===== src/rtl/rfm_bank_scheduler.sv =====
// Routes ACTs to per-bank RFM tracker units, keeps per-bank rolling ACT counts and
// arbitrates a single RFM slot at a time with the memory controller.
//   state | meaning
//   IDLE  | scanning for an RFM-eligible bank
//   REQ   | rfm_req raised for sel, waiting for rfm_gnt
//   ISSUE | granted; waits for sel's ACT gap to clear, then fires bank_rfm
//   WAIT  | waiting for sel's nrr, bounded by the timeout counter
module rfm_bank_scheduler #(
  parameter int NUM_BANK  = 4,
  parameter int BANK_BITS = 2,
  parameter int ADDR_SIZE = 18,
  parameter int RAA_SIZE  = 8,
  parameter int RFM_TH    = 8,
  parameter int RAA_MAX   = 32,
  parameter int ACT_GAP   = 4,
  parameter int TIMEOUT   = 16
) (
  input  logic                 clk,
  input  logic                 rstn,
  input  logic                 act_in,
  input  logic [BANK_BITS-1:0] act_bank_in,
  input  logic [ADDR_SIZE-1:0] act_addr_in,
  output logic [NUM_BANK-1:0]  bank_act,
  output logic [ADDR_SIZE-1:0] bank_act_addr,
  output logic [NUM_BANK-1:0]  bank_rfm,
  input  logic [NUM_BANK-1:0]  bank_nrr,
  output logic                 rfm_req,
  output logic [BANK_BITS-1:0] rfm_req_bank,
  input  logic                 rfm_gnt,
  output logic [NUM_BANK-1:0]  act_block,
  output logic                 act_drop,
  output logic                 rfm_timeout
);

  localparam int GAP_W  = $clog2(ACT_GAP + 1);
  localparam int WAIT_W = $clog2(TIMEOUT + 1);
  localparam logic [RAA_SIZE-1:0] TH      = RAA_SIZE'(RFM_TH);
  localparam logic [RAA_SIZE-1:0] MAX     = RAA_SIZE'(RAA_MAX);
  localparam logic [GAP_W-1:0]    GAP_LD  = GAP_W'(ACT_GAP);
  localparam logic [WAIT_W-1:0]   WAIT_LD = WAIT_W'(TIMEOUT);

  typedef enum logic [1:0] {IDLE = 2'd0, REQ = 2'd1, ISSUE = 2'd2, WAIT = 2'd3} state_t;

  state_t               state, state_nxt;
  logic [BANK_BITS-1:0] sel, sel_nxt;
  logic [WAIT_W-1:0]    wait_cnt, wait_cnt_nxt;
  logic [RAA_SIZE-1:0]  raa [NUM_BANK];
  logic [RAA_SIZE-1:0]  raa_nxt [NUM_BANK];
  logic [GAP_W-1:0]     gap [NUM_BANK];
  logic [GAP_W-1:0]     gap_nxt [NUM_BANK];
  logic [NUM_BANK-1:0]  act_vec, rfm_vec, block_nxt;
  logic                 accept, owned_bank, rfm_dec, timeout_nxt;
  logic                 pick_valid;
  logic [BANK_BITS-1:0] pick;
  logic [RAA_SIZE-1:0]  pick_raa;

  assign rfm_req      = (state == REQ);
  assign rfm_req_bank = sel;

  // The bank being refreshed may not take ACTs, so RAA never sees inc and dec together.
  assign owned_bank = (state == ISSUE || state == WAIT) && (sel == act_bank_in);
  assign accept     = act_in && (gap[act_bank_in] == '0) && !owned_bank;

  always_comb begin
    pick_valid = 1'b0;
    pick       = '0;
    pick_raa   = '0;
    for (int i = 0; i < NUM_BANK; i++) begin
      if (raa[i] >= TH && gap[i] == '0 && (!pick_valid || raa[i] > pick_raa)) begin
        pick_valid = 1'b1;
        pick       = BANK_BITS'(i);
        pick_raa   = raa[i];
      end
    end
  end

  always_comb begin
    state_nxt    = state;
    sel_nxt      = sel;
    wait_cnt_nxt = wait_cnt;
    rfm_vec      = '0;
    rfm_dec      = 1'b0;
    timeout_nxt  = 1'b0;
    case (state)
      IDLE: begin
        if (pick_valid) begin
          state_nxt = REQ;
          sel_nxt   = pick;
        end
      end
      REQ: begin
        if (rfm_gnt) state_nxt = ISSUE;
      end
      ISSUE: begin
        if (gap[sel] == '0) begin
          rfm_vec[sel] = 1'b1;
          rfm_dec      = 1'b1;
          wait_cnt_nxt = WAIT_LD;
          state_nxt    = WAIT;
        end
      end
      WAIT: begin
        if (bank_nrr[sel]) begin
          state_nxt = IDLE;
        end else if (wait_cnt == WAIT_W'(1)) begin
          timeout_nxt = 1'b1;
          state_nxt   = IDLE;
        end else begin
          wait_cnt_nxt = wait_cnt - WAIT_W'(1);
        end
      end
      default: state_nxt = IDLE;
    endcase
  end

  always_comb begin
    for (int i = 0; i < NUM_BANK; i++) begin
      raa_nxt[i] = raa[i];
      gap_nxt[i] = gap[i];
      act_vec[i] = 1'b0;
      if (accept && act_bank_in == BANK_BITS'(i)) begin
        act_vec[i] = 1'b1;
        gap_nxt[i] = GAP_LD;
        if (raa[i] != '1) raa_nxt[i] = raa[i] + RAA_SIZE'(1);
      end else if (gap[i] != '0) begin
        gap_nxt[i] = gap[i] - GAP_W'(1);
      end
      if (rfm_dec && sel == BANK_BITS'(i)) raa_nxt[i] = (raa[i] >= TH) ? raa[i] - TH : '0;
      block_nxt[i] = (raa_nxt[i] >= MAX);
    end
  end

  always_ff @(posedge clk or negedge rstn) begin
    if (!rstn) begin
      state    <= IDLE;
      sel      <= '0;
      wait_cnt <= '0;
    end else begin
      state    <= state_nxt;
      sel      <= sel_nxt;
      wait_cnt <= wait_cnt_nxt;
    end
  end

  always_ff @(posedge clk or negedge rstn) begin
    if (!rstn) begin
      for (int i = 0; i < NUM_BANK; i++) begin
        raa[i] <= '0;
        gap[i] <= '0;
      end
      bank_act      <= '0;
      bank_act_addr <= '0;
      bank_rfm      <= '0;
      act_block     <= '0;
      act_drop      <= 1'b0;
      rfm_timeout   <= 1'b0;
    end else begin
      for (int i = 0; i < NUM_BANK; i++) begin
        raa[i] <= raa_nxt[i];
        gap[i] <= gap_nxt[i];
      end
      bank_act  <= act_vec;
      if (accept) bank_act_addr <= act_addr_in;
      bank_rfm    <= rfm_vec;
      act_block   <= block_nxt;
      act_drop    <= act_in && !accept;
      rfm_timeout <= timeout_nxt;
    end
  end

endmodule


===== config.mk =====
export PLATFORM = sky130hd
export DESIGN_NAME = rfm_bank_scheduler
export DESIGN_NICKNAME = d
export VERILOG_FILES = /design/src/rtl/rfm_bank_scheduler.sv
export SDC_FILE = /design/constraint.sdc
export NUM_CORES = 1
export LEC_CHECK = 0
export CAP_MARGIN = 5
export CORE_MARGIN = 10
export CORE_UTILIZATION = 30
export DETAILED_ROUTE_END_ITERATION = 10
export SYNTH_ARGS = -nofsm -noshare
export SYNTH_HDL_FRONTEND = slang
export SYNTH_SLANG_ARGS = --single-unit

===== constraint.sdc =====
create_clock -name clk -period 10.04 [get_ports clk]
set_input_delay 1.004 -clock clk [delete_from_list [all_inputs] [get_ports clk]]
set_output_delay 1.004 -clock clk [all_outputs]
set_load 0.01 [all_outputs]

Word level (Yosys, flattened, before mapping)
Cells that the tools add are included.
Word-level totals
  bits in registers: 85
  input port bits: 28
  output and inout port bits: 35
  word-level logic and storage cells: 183
Cells by class
  add/subtract/negate cells: 13
  $lt $le $gt $ge: 15
  equal/unequal tests: 21
  mux-type cells: 65
  bitwise gates (word level): 2
  reduce and logical (&&, ||, !) cells: 50
Operators with widths (count)
  $mux 8: 19
  $mux 3: 12
  $add 8x1->8 const B: 4
  $ge 8x4->1 const B: 4
  $ge 8x6->1 const B: 4
  $ne 8x8->1 const B: 4
  $sub 8x4->8 const B: 4
  $gt 8x8->1: 3
  $logic_and 1x1->1: 20
  $logic_not 3->1: 6
  $mux 1: 16
  $mux 5: 3
  $mux 2: 7
  $bmux 3 s2: 2
  $eq 2x2->1 const B: 6
  $reduce_bool 3->1: 4
  $sub 3x1->3 const B: 4
  $pmux 5 s2: 1
  $reduce_bool 2->1: 5
  $mux 4: 2
  $pmux 2 s4: 1
  $reduce_and 4->1: 2
  $eq 2x1->1 const B: 3
  $ge 3x3->1 const B: 2
  15 further kinds: 28

Depth between registers and ports, before layout
  word-level depth: 17
  gate-level depth with buffers: 28

Worst setup path before layout
Ideal clock, no wire load.
  path type: reg2reg
  start point: reg raa[30] (netlist bit)
  end point: reg sel[1], in the netlist rfm_req_bank[1]
  arrival: 5368 ps
  required time: 9895 ps
  setup slack: 4528 ps
  stages on the path, launching flop included: 28
  path buffers: 3
  path through: dfrtp_1 clkbuf_1 nor4_1 nand2_1 nand2_1 nor2_1 ha_1 nand4_1 a2111oi_0 nor2_1 o21a_1 clkbuf_1 a22oi_1 ha_1 nor2b_1 o211ai_1 a21oi_1 o22ai_1 a21o_1 clkbuf_1 mux2_2 ha_1 nor2b_1 o21ai_0 nand2b_1 a211oi_1 o311a_1 a21oi_1
On the way
  word-level cells in the longest chain between the ends: 16
  elaborated cells on any way between the ends: 24
Ends and longest elaborated chain
  start, declared: RTL line 47  | logic [RAA_SIZE-1:0] raa [NUM_BANK];
  start signal, assigned by index: RTL line 159  | raa[i] <= raa_nxt[i];
  $ge 8x4->1: RTL line 69  | if (raa[i] >= TH && gap[i] == '0 && (!pick_valid || raa[i] > pick_raa)) begin
  $logic_and 1x1->1: RTL line 69
  $mux 8 / $mux 1 (equally long branches): RTL line 69
  $gt 8x8->1 / $logic_not 1->1 (equally long branches): RTL line 69
  $logic_or 1x1->1: RTL line 69
  $logic_and 1x1->1: RTL line 69
  $mux 8 / $mux 1 (equally long branches): RTL line 69
  $gt 8x8->1 / $logic_not 1->1 (equally long branches): RTL line 69
  $logic_or 1x1->1: RTL line 69
  $logic_and 1x1->1: RTL line 69
  $mux 8 / $mux 1 (equally long branches): RTL line 69
  $gt 8x8->1 / $logic_not 1->1 (equally long branches): RTL line 69
  $logic_or 1x1->1: RTL line 69
  $logic_and 1x1->1: RTL line 69
  $mux 1: RTL line 69
  $reduce_and 2->1 (no source line)
  end signal, assigned: RTL line 140  | sel <= sel_nxt;
  end, declared: RTL line 45  | logic [BANK_BITS-1:0] sel, sel_nxt;
Parallel ways exist; a longest one is shown, timed or not.
A chain may end at the register's enable or synchronous reset.

Worst setup path after layout
Ends and elaborated chain as after synthesis.

==> metrics.md <==
| Metric | Value |
|---|---|
| Outcome | `complete, no violations` |
| Critical Path Start Type | `register` |
| Utilization after layout | `between 30% and 40%` |
| Total track usage | `11.6%` |
| Final worst slack | `~4.2 ns` |
| Htree depth | `3` |
| Number of clock sinks | `85` |
| Non-Filler Instances | `between 800 and 900` |
| Cell taking the most area after synthesis | `dfrtp_1` |
| Worst Hold Class | `reg2reg` |
| YS warnings | `0` |
| Fin crit share | `58.4%` |
| DR vias | `4522` |
| Number of flops mapped to enable cells by yosys | `0` |
| FFs w/ async S/R, synth | `100%` |
| Share of cells above drive strength 1 | `under 10%` |
| Syn nets | `between 600 and 700` |
| Initial core utilization | `a little under a third` |
| # nets final | `between 700 and 800` |
| Count of final hold-check violations | `0` |
| Initial antenna violation count | `0` |
| Worst reg2reg path depth | `24` |
| Die height | `between 150 and 200 um` |
| Die Area | `between 0.02 and 0.025 sq mm` |
| Hold endpoint | `bank_act_addr[15]` |
| CTS Buf Count | `9` |
| Layout area overhead | `20.5%` |
| Yosys cell types | `61` |
| Resized cells post-CTS | `0` |
| Cells after Synth | `584` |
| Worst Tran Pin Value | `~1.1 ns` |
| Maximum root-to-sink buffer count | `2` |
| Seq/Total Area, Yosys | `about two fifths` |
| R2R setup slack | `approximately 4.2 ns` |
| Drt total wl | `approximately 14000 um` |
| Crit path DAT | `6.08 ns` |
| N_diodes | `0` |
| Top cells by count, synth | `85 x dfrtp_1, 55 x ha_1, 55 x inv_1` |
| Synth top area share | `38.5%` |
| HPWL after detailed placement | `10300 um` |
| DRC viols | `0` |
| CP Max Fanout | `10` |
| IO buf count | `62` |
| Total Power | `between 1.5 and 2 mW` |
| Clk_lat worst skew | `approximately 0.35 ns` |
| Unrepaired setup endpoints after global routing | `false` |
| Number of global-route vias before repair | `about 4400` |
| Number of synthesized register bits | `85` |
| Placed cell count | `859` |
| Cts hold-fix bufs | `0` |
| Clk_skew | `0.00452 ns` |
| Cell Rows | `between 40 and 50` |
| Core Region | `0.0180 sq mm` |
| Post-CTS Setup Repair Bufs | `0` |
| CTS tree | `done` |
| Leakage | `roughly 2.9 nW` |
| DRT Pass-1 Iters | `5` |
| Mapped Avg Cell Area | `around 9.4 sq um` |
| Post-synth top flop | `dfrtp_1` |
| Global-route wire length before repair | `roughly 23000 um` |
| R2R Path Start | `raa[30]` |
| Largest net degree at the start of global routing | `56` |
| WL/cell | `between 15 and 20 um` |
| Fmax | `between 150 and 200 MHz` |
| Setup CP Type | `reg2reg` |
| Top-count cell post-synth | `dfrtp_1` |
| Post-Place Setup Slack | `4.25 ns` |
| Post-DRT Antenna Nets | `0` |
| Worst Min Path Start | `bank_act_addr[15]` |
| Worst reg2reg path endpoint | `rfm_req_bank[1]` |
| Power density over the cells | `approximately 280 mW/mm^2` |
| Synth Cell Area | `approximately 0.0055 sq mm` |
| Root buffer cell | `clkbuf_16` |
| Max rail drop VDD | `0.000146 V` |
| Worst EP required | `approximately 10 ns` |
| CTS clk-pin slew, worst paths | `approximately 0.06 ns` |
| IO Count | `63` |
| Gr ovfl total | `0` |
| Iter 0 DRT Violations | `340` |
| Final setup viols | `0` |
| WHS Path Cells | `1` |
| Chip width | `roughly 160 um` |
| Max-cap viol count | `0` |
| Relative max-transition margin | `a little under a quarter` |
| Post-layout minimum cycle time | `about 5.9 ns` |
| Vias per cell | `5.17` |
| Final TNS setup | `0 ns` |
| Max-slew violations | `0` |
| Largest cells by area after synthesis | `dfrtp_1 39%, ha_1 12%, mux2_2 4.9%, mux2i_1 4.2%, inv_1 3.7%` |
| Worst Setup End Kind | `register` |
| Gpl congestion | `0.879` |
==> cells by family after synthesis <==
kind of cell,Yosys count,synth area share [%]
buf+inv,73,5.03
fa+ha+maj,55,12.5
mux,48,9.48
compound gates,117,14.5
xor+xnor,8,1.41
simple gates,198,18.6
flops,85,38.5
==> registers in the layout, summed over array words and instances, names as in the netlist <==
register and count:
wait_cnt 5, act_drop 1, state 2, bank_rfm 4
raa 32, rfm_req_bank 2, gap 12, rfm_timeout 1
act_block 4, bank_act_addr 18, bank_act 4
==> layout by cell type (no fill, tap or decap), types with 8 or more instances in the layout <==
| master | n |
|---|---|
| nand2b_1 | 17 |
| clkdlybuf4s50_1 | 61 |
| nand2_1 | 49 |
| mux2_2 | 24 |
| inv_1 | 55 |
| nor3_1 | 11 |
| nand4_1 | 19 |
| dfrtp_1 | 85 |
| clkbuf_16 | 9 |
| a211oi_1 | 8 |
| or3_1 | 11 |
| o21ai_0 | 23 |
| nand3_1 | 17 |
| mux2i_1 | 23 |
| nor2_1 | 34 |
| ha_1 | 55 |
| a21oi_1 | 28 |
==> report_power, final <==
part           switching [mW]  total [mW]  internal (mW)
Combinational           0.451       0.876          0.425
Sequential              0.183       0.660          0.478
Clock                   0.136       0.308          0.172
==> worst max-delay path: stages (launching register included) <==
cell	delay (ns)
dfrtp_1	0.49
nor4_1	0.55
nand2_1	0.14
nand2_1	0.18
nor2_1	0.06
ha_1	0.27
nand4_1	0.07
a2111oi_0	0.47
nor2_1	0.11
o21a_1	0.27
a22oi_1	0.29
ha_1	0.29
nor2b_1	0.14
o211ai_1	0.16
a21oi_1	0.08
o22ai_1	0.23
a21o_1	0.40
mux2_2	0.39
ha_1	0.28
nor2b_1	0.13
o21ai_0	0.14
nand2b_1	0.07
a211oi_1	0.23
o311a_1	0.23
a21oi_1	0.07
==> stage by stage <==
stage	instance area (sq um)	hold slack [ns]
2_1_floorplan	5520	0.473
5_1_grt	6650	0.526
6_report	6650	0.504
4_1_cts	6650	0.510
3_5_place_dp	6380	0.495
3_3_place_gp	6380	0.488
==> per-layer routing <==
| metal | global-route usage (%) | wire [um] |
|---|---|---|
| met1 | 15.5 | 6350 |
| met2 | 16.6 | 5670 |
| met3 | 4.91 | 1350 |
| met4 | 3.74 | 163 |
| met5 | 0 | 0 |
==> how the worst max path moves through the flow <==
stage | cells after the start | endpoint | from
2_1_floorplan | 27 | rfm_req_bank[1] | raa[30]
3_3_place_gp | 24 | rfm_req_bank[1] | gap[9]
3_5_place_dp | 24 | rfm_req_bank[1] | gap[9]
4_1_cts | 24 | rfm_req_bank[1] | gap[9]
5_1_grt | 24 | rfm_req_bank[1] | raa[30]
6_report | 24 | rfm_req_bank[1] | raa[30]
==> area by class of cell <==
type,instances,area [sq um]
multi-input combinational,426,3130
sequential,85,2130
clock buffer,11,243
fill,1838,11400
tap,229,287
inverter,55,206
timing repair buffer,64,633
clock inverter,4,25.0
No activity file was read; power rests on OpenSTA's default activity.
